**config.mk**
```make
export PLATFORM = sky130hd
export DESIGN_NAME = traffic_fsm
export DESIGN_NICKNAME = d
export VERILOG_FILES = /design/src/rtl/tlc_pkg.sv /design/src/rtl/phase_timer.sv /design/src/rtl/traffic_fsm.sv
export SDC_FILE = /design/constraint.sdc
export NUM_CORES = 1
export LEC_CHECK = 0
export BUFFER_PORTS_ARGS = -buffer_cell sky130_fd_sc_hd__buf_2
export CORE_UTILIZATION = 50
export DETAILED_ROUTE_END_ITERATION = 16
export PLACE_DENSITY = 0.77
export SLEW_MARGIN = 20
export SYNTH_ARGS = -nofsm -noshare
export SYNTH_HDL_FRONTEND = slang
export SYNTH_SLANG_ARGS = --single-unit
```
**constraint.sdc**
```tcl
create_clock -name clk -period 0.8 [get_ports clk]
set_input_delay 0.04 -clock clk [delete_from_list [all_inputs] [get_ports clk]]
set_output_delay 0.04 -clock clk [all_outputs]
set_load 0.005 [all_outputs]
```
**src/rtl/tlc_pkg.sv**
```systemverilog
// Shared types and constants for the traffic light controller.
// The WALK state exists only when TLC_WALK_EN is defined.
package tlc_pkg;

  typedef enum logic [2:0] {
    ALL_RED_A   = 3'd0,
    MAIN_GREEN  = 3'd1,
    MAIN_YELLOW = 3'd2,
    ALL_RED_B   = 3'd3,
    SIDE_GREEN  = 3'd4,
    SIDE_YELLOW = 3'd5
`ifdef TLC_WALK_EN
    , WALK      = 3'd6
`endif
  } state_t;

  localparam int unsigned LB_RM = 6;
  localparam int unsigned LB_YM = 5;
  localparam int unsigned LB_GM = 4;
  localparam int unsigned LB_RS = 3;
  localparam int unsigned LB_YS = 2;
  localparam int unsigned LB_GS = 1;
  localparam int unsigned LB_W  = 0;

  localparam logic [6:0] LT_ALL_RED_A   = 7'b1001000;
  localparam logic [6:0] LT_ALL_RED_B   = 7'b1001000;
  localparam logic [6:0] LT_MAIN_GREEN  = 7'b0011000;
  localparam logic [6:0] LT_MAIN_YELLOW = 7'b0101000;
  localparam logic [6:0] LT_SIDE_GREEN  = 7'b1000010;
  localparam logic [6:0] LT_SIDE_YELLOW = 7'b1000100;
  localparam logic [6:0] LT_WALK        = 7'b1001001;

  function automatic logic [6:0] lights_of(input state_t s);
    logic [6:0] l;
    l = LT_ALL_RED_A;
    case (s)
      ALL_RED_A:   l = LT_ALL_RED_A;
      MAIN_GREEN:  l = LT_MAIN_GREEN;
      MAIN_YELLOW: l = LT_MAIN_YELLOW;
      ALL_RED_B:   l = LT_ALL_RED_B;
      SIDE_GREEN:  l = LT_SIDE_GREEN;
      SIDE_YELLOW: l = LT_SIDE_YELLOW;
`ifdef TLC_WALK_EN
      WALK:        l = LT_WALK;
`endif
      default:     l = LT_ALL_RED_A;
    endcase
    return l;
  endfunction

endpackage

```
**src/rtl/phase_timer.sv**
```systemverilog
// Tick-gated phase counter: clears on clr, saturates at limit-1, and flags
// expiry on a tick at the last count. A limit of 0 behaves as 1.
module phase_timer (
  input  logic       clk,
  input  logic       rst_n,
  input  logic       clr,
  input  logic       tick,
  input  logic [7:0] limit,
  output logic       done
);

  logic [7:0] count;
  logic [7:0] last;

  assign last = (limit == 8'd0) ? 8'd0 : limit - 8'd1;
  assign done = tick && (count == last);

  always_ff @(posedge clk or negedge rst_n) begin
    if (!rst_n) begin
      count <= 8'd0;
    end else if (clr) begin
      count <= 8'd0;
    end else if (tick && (count < last)) begin
      count <= count + 8'd1;
    end
  end

endmodule

```
**src/rtl/traffic_fsm.sv**
```systemverilog
// Two-road traffic light controller with optional pedestrian phase.
// Define TLC_WALK_EN to build the WALK state and pedestrian request latch.
module traffic_fsm
  import tlc_pkg::*;
#(
  parameter logic [7:0] T_MG   = 8'd8,
  parameter logic [7:0] T_Y    = 8'd3,
  parameter logic [7:0] T_AR   = 8'd1,
  parameter logic [7:0] T_SG   = 8'd5,
  parameter logic [7:0] T_WALK = 8'd5
) (
  input  logic       clk,
  input  logic       rst_n,
  input  logic       tick,
  input  logic       side_req,
  input  logic       walk_req,
  output logic [6:0] lights
);

  state_t     state;
  state_t     state_next;
  logic [6:0] lights_next;
  logic [7:0] limit;
  logic       done;
  logic       walk_pend;
  logic [1:0] rst_sync;
  logic       rst_core_n;

  // Assert immediately, release two clocks after rst_n rises.
  always_ff @(posedge clk or negedge rst_n) begin
    if (!rst_n) rst_sync <= 2'b00;
    else        rst_sync <= {rst_sync[0], 1'b1};
  end
  assign rst_core_n = rst_sync[1];

  phase_timer u_timer (
    .clk   (clk),
    .rst_n (rst_core_n),
    .clr   (state_next != state),
    .tick  (tick),
    .limit (limit),
    .done  (done)
  );

`ifdef TLC_WALK_EN
  // A new request wins over the clear so a press during WALK is kept.
  always_ff @(posedge clk or negedge rst_core_n) begin
    if (!rst_core_n)                               walk_pend <= 1'b0;
    else if (walk_req)                             walk_pend <= 1'b1;
    else if (state_next == WALK && state != WALK)  walk_pend <= 1'b0;
  end
`else
  logic unused_walk_req;
  assign unused_walk_req = walk_req;
  assign walk_pend       = 1'b0;
`endif

  always_ff @(posedge clk or negedge rst_core_n) begin
    if (!rst_core_n) begin
      state  <= ALL_RED_A;
      lights <= LT_ALL_RED_A;
    end else begin
      state  <= state_next;
      lights <= lights_next;
    end
  end

  always_comb begin
    state_next = state;
    unique case (state)
      ALL_RED_A:   if (done) state_next = MAIN_GREEN;
      MAIN_GREEN:  if (done && (side_req || walk_pend)) state_next = MAIN_YELLOW;
      MAIN_YELLOW: if (done) state_next = ALL_RED_B;
`ifdef TLC_WALK_EN
      ALL_RED_B:   if (done) state_next = walk_pend ? WALK : SIDE_GREEN;
      WALK:        if (done) state_next = ALL_RED_A;
`else
      ALL_RED_B:   if (done) state_next = SIDE_GREEN;
`endif
      SIDE_GREEN:  if (done) state_next = SIDE_YELLOW;
      SIDE_YELLOW: if (done) state_next = ALL_RED_A;
      default:     state_next = ALL_RED_A;
    endcase
  end

  // Lights are decoded from the next state so they flip on the transition edge.
  always_comb begin
    lights_next = lights_of(state_next);
    limit       = T_AR;
    unique case (state)
      MAIN_GREEN:               limit = T_MG;
      MAIN_YELLOW, SIDE_YELLOW: limit = T_Y;
      SIDE_GREEN:               limit = T_SG;
`ifdef TLC_WALK_EN
      WALK:                     limit = T_WALK;
`endif
      default:                  limit = T_AR;
    endcase
  end

endmodule
```
* Word level (Yosys, flattened, before mapping) *
Index checks and enable logic that the tools add are counted.

word-level totals
  bits in registers = 20
  word-level logic and storage cells = 37
  output and inout port bits = 7
  input port bits = 5

cells by class
  magnitude comparators = 1
  equal/unequal tests = 11
  muxes and demuxes = 12
  add/sub/neg operators = 2
  reductions and logical operators = 7

operators with widths
  kind                   number
  $pmux W7 S4            1
  $mux W8                3
  $mux W3                6
  $pmux W3 S6            1
  $eq A3 B3 Y1 const B   4
  $pmux W4 S3            1
  $eq A3 B2 Y1 const B   3
  $add A8 B1 Y8 const B  1
  $eq A8 B8 Y1           1
  $logic_not A8 Y1       1
  $lt A8 B8 Y1           1
  $eq A3 B1 Y1 const B   2
  $sub A4 B1 Y5 const B  1
  $logic_and A1 B1 Y1    3
  $logic_not A3 Y1       1
  $ne A3 B3 Y1           1
  $reduce_bool A2 Y1     1
  $reduce_or A2 Y1       1

* Depth between registers and ports, before layout *
  depth in word-level cells = 12
  depth in mapped cells = 8

* Hierarchy *
Synthesis repeated with hierarchy kept, for this count alone.

second synthesis, totals
  cell total of the unflattened synthesis = 140
  area total of the unflattened synthesis = 1288.7 um^2

by module, submodules not included
  module       instances  cells each  area each (um^2)
  phase_timer  1          92          770.7
  traffic_fsm  1          48          518.0

* Worst setup path before layout *
OpenSTA, ideal clock, no wires.

  path type = register -> register
  start = register state[2]
  end = register u_timer.count[3]
  setup time = 0.076 ns
  period minus slack after synthesis = 2.310 ns
  cell stages (with the launch flop) = 9
  data arrival time = 2.235 ns
  path slack = -1.510 ns
  path through = dfrtp_1 > clkbuf_1 > nand2b_1 > o21a_1 > ha_1 > nor2b_1 > o31a_1 > or4_4 > a21oi_2

on the way
  cells in the longest elaborated chain, start to end = 12
  elaborated cells between the ends (all ways) = 26

RTL lines
  element                                                   line                                  RTL
  start: declaration                                        traffic_fsm.sv:20                     state_t state;
  start signal: assignment                                  traffic_fsm.sv:63                     state <= state_next;
  $eq A3 B2 Y1 / $eq A3 B3 Y1 (equally long branches)       traffic_fsm.sv:70, traffic_fsm.sv:90
  $reduce_or A2 Y1                                          traffic_fsm.sv:90                     unique case (state)
  $pmux W4 S3                                               traffic_fsm.sv:90
  $sub A4 B1 Y5 / $logic_not A8 Y1 (equally long branches)  phase_timer.sv:15                     assign last = (limit == 8'd0) ? 8'd0 : limit - 8'd1;
  $mux W8                                                   phase_timer.sv:15
  $eq A8 B8 Y1                                              phase_timer.sv:16                     assign done = tick && (count == last);
  $logic_and A1 B1 Y1                                       phase_timer.sv:16
  $logic_and A1 B1 Y1                                       traffic_fsm.sv:72                     MAIN_GREEN: if (done && (side_req || walk_pend)) state_next = MAIN_YELLOW;
  $mux W3                                                   traffic_fsm.sv:72
  $pmux W3 S6                                               traffic_fsm.sv:70                     unique case (state)
  $ne A3 B3 Y1                                              traffic_fsm.sv:39                     .clr (state_next != state),
  $mux W8 / $reduce_bool A2 Y1 (equally long branches)      n/a
  end signal: assignment                                    phase_timer.sv:24                     count <= count + 8'd1;
  end: declaration                                          phase_timer.sv:12                     logic [7:0] count;

Several ways; a longest one is shown, not always the timed one.
A chain may end at the register's enable or synchronous reset.

* Worst setup path in the final report *
  start = register state[1]
  end = register u_timer.count[3]

The elaborated chain is that of the path after synthesis.

==> out/metrics.cfg <==
[layout]
diodes = 0
final_common_cell = buf_4
area_growth_pct = 59.74
final_cell_mix = buf_4 (25), dfrtp_1 (16), buf_2 (8), buf_6 (8), inv_1 (5)
final_nets = 149
final_util_pct = 87.23
seqCellArea_um2 = 479.2
drive_above_1_share_pct = 57.25
multi_input_area_um2 = 650.6
fill_cells = 96

[critical_path]
r2r_start = state[1]$_DFF_PN0_
critPathCaptureType = flip-flop
cp-start-kind = flip-flop
worstSetupPathType = reg -> reg
crit_arrival_ps = 2270
crit_fanout = 4
cp-startpoint = state[1]$_DFF_PN0_
cp.required_ps = 990

[floorplan]
die_x_um = 45.90
num_rows = 15
die_h_um = 45.90
num_io_pins = 12
die_area_um2 = 2106
core_area_um2 = 1764
start_util_pct = 54.61

[placed_design]
gp_congestion = 0.8845
io_buffers = 9
dp_hpwl_um = 1560

[power_and_ir_drop]
power_switching_share_pct = 40.06
power_leakage_uw = 0.0007105
switchingPower_uw = 2508
fin_total_pwr_uw = 6261
pwr-share-seq_pct = 23.6
powerDensity_nw_per_um2 = 4068
ir_drop_mv = 3.728
power.clock.fraction_pct = 7.9
comb_power_share_pct = 68.5
p_int_uw = 3753

[clocking]
clock_latency_ps = 300
clockRootBuffer = clkbuf_4
clk_pin_slew_ps = 110
clock-sinks = 19
clk_path_buf_depth = 2
cts_buffers = 3
htree_num_levels = 1
cts_tree = yes

[yosys]
synth_top_area_share_pct = 44.16
yosysSeqAreaShare_pct = 49.61
ys_top_cells_by_area = dfrtp_1 (44%), ha_1 (6.5%), dfstp_2 (5.5%)
yosys.area.top_type = dfrtp_1
synth.avg_cell_area_um2 = 10.25
yosys_register_bits = 19
synth_cell_types = 33
ys_warn_count = 0
synth.cell_area_um2 = 963.4
synth_cells = 94

[grt]
grtUsageTotal_pct = 28.32
met2_usage_pct = 49.30
antenna_found_initial = 0
gr-usage-met3_pct = 6.349
met1_usage_pct = 32.33
grt_max_degree = 18
grt_pass1_wl_um = 4105
grt_pass1_vias = 928
grt.busiest_layer = met2
grt-ovfl-total = 0

[drt]
drt-initial-drc-count = 24
drc = 0
postRouteAntennaNets = 0
finalWirelength_um = 3033
vias_per_cell = 5.712
wire_per_inst_um = 18.61
vias = 931
first_pass_iters = 4

[run_status]
status = finished with violations
violations = negative setup slack

[timing]
report.final.hold_viol_count = 0
setup-violations-final = 23
fin_crit_ps = 2079
setup_slack_ps = -1279
fmax_mhz = 481.0
skew_ps = 2.895
fin_crit_sh_pct = 259.9
whs_ps = 39.61
slew_viol_final = 0
setup_tns_ps = -21140
rsz0062_at_grt = yes

[run]
cap_violations = 0

[hold_path]
hp-start = side_req
min_path_type = in -> reg

[state kept, by name, indices dropped and copies added, names as in the netlist]
register       count
lights             6
rst_sync           2
state              3
u_timer.count      8
[what timing repair did]
action	CTS	global route
hold buffers	1	0
resized for setup	27	12
hold endpoints to repair	2	0
buffers inserted	4	6
setup endpoints to repair	23	23
gates cloned	0	0
pin swaps	15	6
[routing by layer]
metal,vias up,share of wire [%]
li1,424,-
met1,463,41
met2,30,53
met3,14,2.5
met4,0,2.8
met5,-,0
[kinds of logic after synthesis]
group,Yosys count,share of synthesized area [%]
other,2,0.7795
buffers and inverters,9,3.897
AND/OR/NAND/NOR,33,20.26
AO/OA/AOI/OAI,22,15.06
multiplexers,1,1.169
adder cells (fa/ha/maj),5,6.494
XOR/XNOR,3,2.728
flip-flops,19,49.61
[per-stage QoR]
| step | setup slack [ps] | cell area (µm²) | std cells |
|---|---|---|---|
| after global placement | -1225 | 1237 | 148 |
| after global routing | -1333 | 1539 | 163 |
| final | -1279 | 1539 | 163 |
| after detailed placement | -1297 | 1237 | 148 |
| after floorplan | -1407 | 1021 | 95 |
| after CTS | -1235 | 1443 | 157 |
[power by group through the flow]
| stage | clock, µW | sequential (µW) | combinational, µW |
|---|---|---|---|
| after floorplan | 0 | 1460 | 1630 |
| after global placement | 0 | 1410 | 2640 |
| after detailed placement | 0 | 1440 | 2760 |
| after CTS | 509 | 1440 | 3540 |
| after global routing | 573 | 1490 | 4570 |
| final | 495 | 1480 | 4290 |
[path summary, 6_finish.rpt]
| kind | slack [ps] | depth (start not counted) | end |
|---|---|---|---|
| min in group asynchronous | 50 | 2 | rst_sync[1]$_DFF_PN0_ |
| hold / removal | 40 | 2 | lights[4]$_DFF_PN0_ |
| setup reg to reg | -1280 | 9 | u_timer.count[3]$_DFFE_PN0P_ |
| setup / recovery | -1280 | 9 | u_timer.count[3]$_DFFE_PN0P_ |
| max in group asynchronous | 320 | 1 | lights[3]$_DFF_PN1_ |
| hold reg to reg | 220 | 1 | u_timer.count[0]$_DFFE_PN0P_ |
[cell type report]
type                    count  area share [%]
clock buffers               3           1.463
clock inverters             1          0.3252
inverters                   6           1.463
multi-input cells          67           42.28
flip-flops and latches     19           31.14
well taps                  25           2.033
repair buffers             42           21.30
[worst max-delay path, cell delays in order (launching register included)]
cell and delay, ps:
dfrtp_2 420, buf_6 110, nand2b_4 50, o21a_1 190
ha_4 220, nor2b_4 120, o31a_1 280, buf_4 150
o31ai_1 330, a21oi_2 100
[synthesized netlist by cell type, drive strengths merged]
master,count
a2111oi,1
a21oi,4
a31oi,3
and3,2
and4,2
buf,1
clkbuf,2
conb,2
dfrtp,17
dfstp,2
ha,5
inv,6
mux2,1
nand2,4
nand2b,2
nand3,6
nand4,1
nor2,5
nor2b,4
nor3,2
nor4,1
o21a,2
o21ai,5
o22ai,2
o2bb2a,1
o31a,1
o31ai,3
or3,1
or4,3
xnor2,2
xor2,1
No activity file was read; power rests on OpenSTA's default activity.
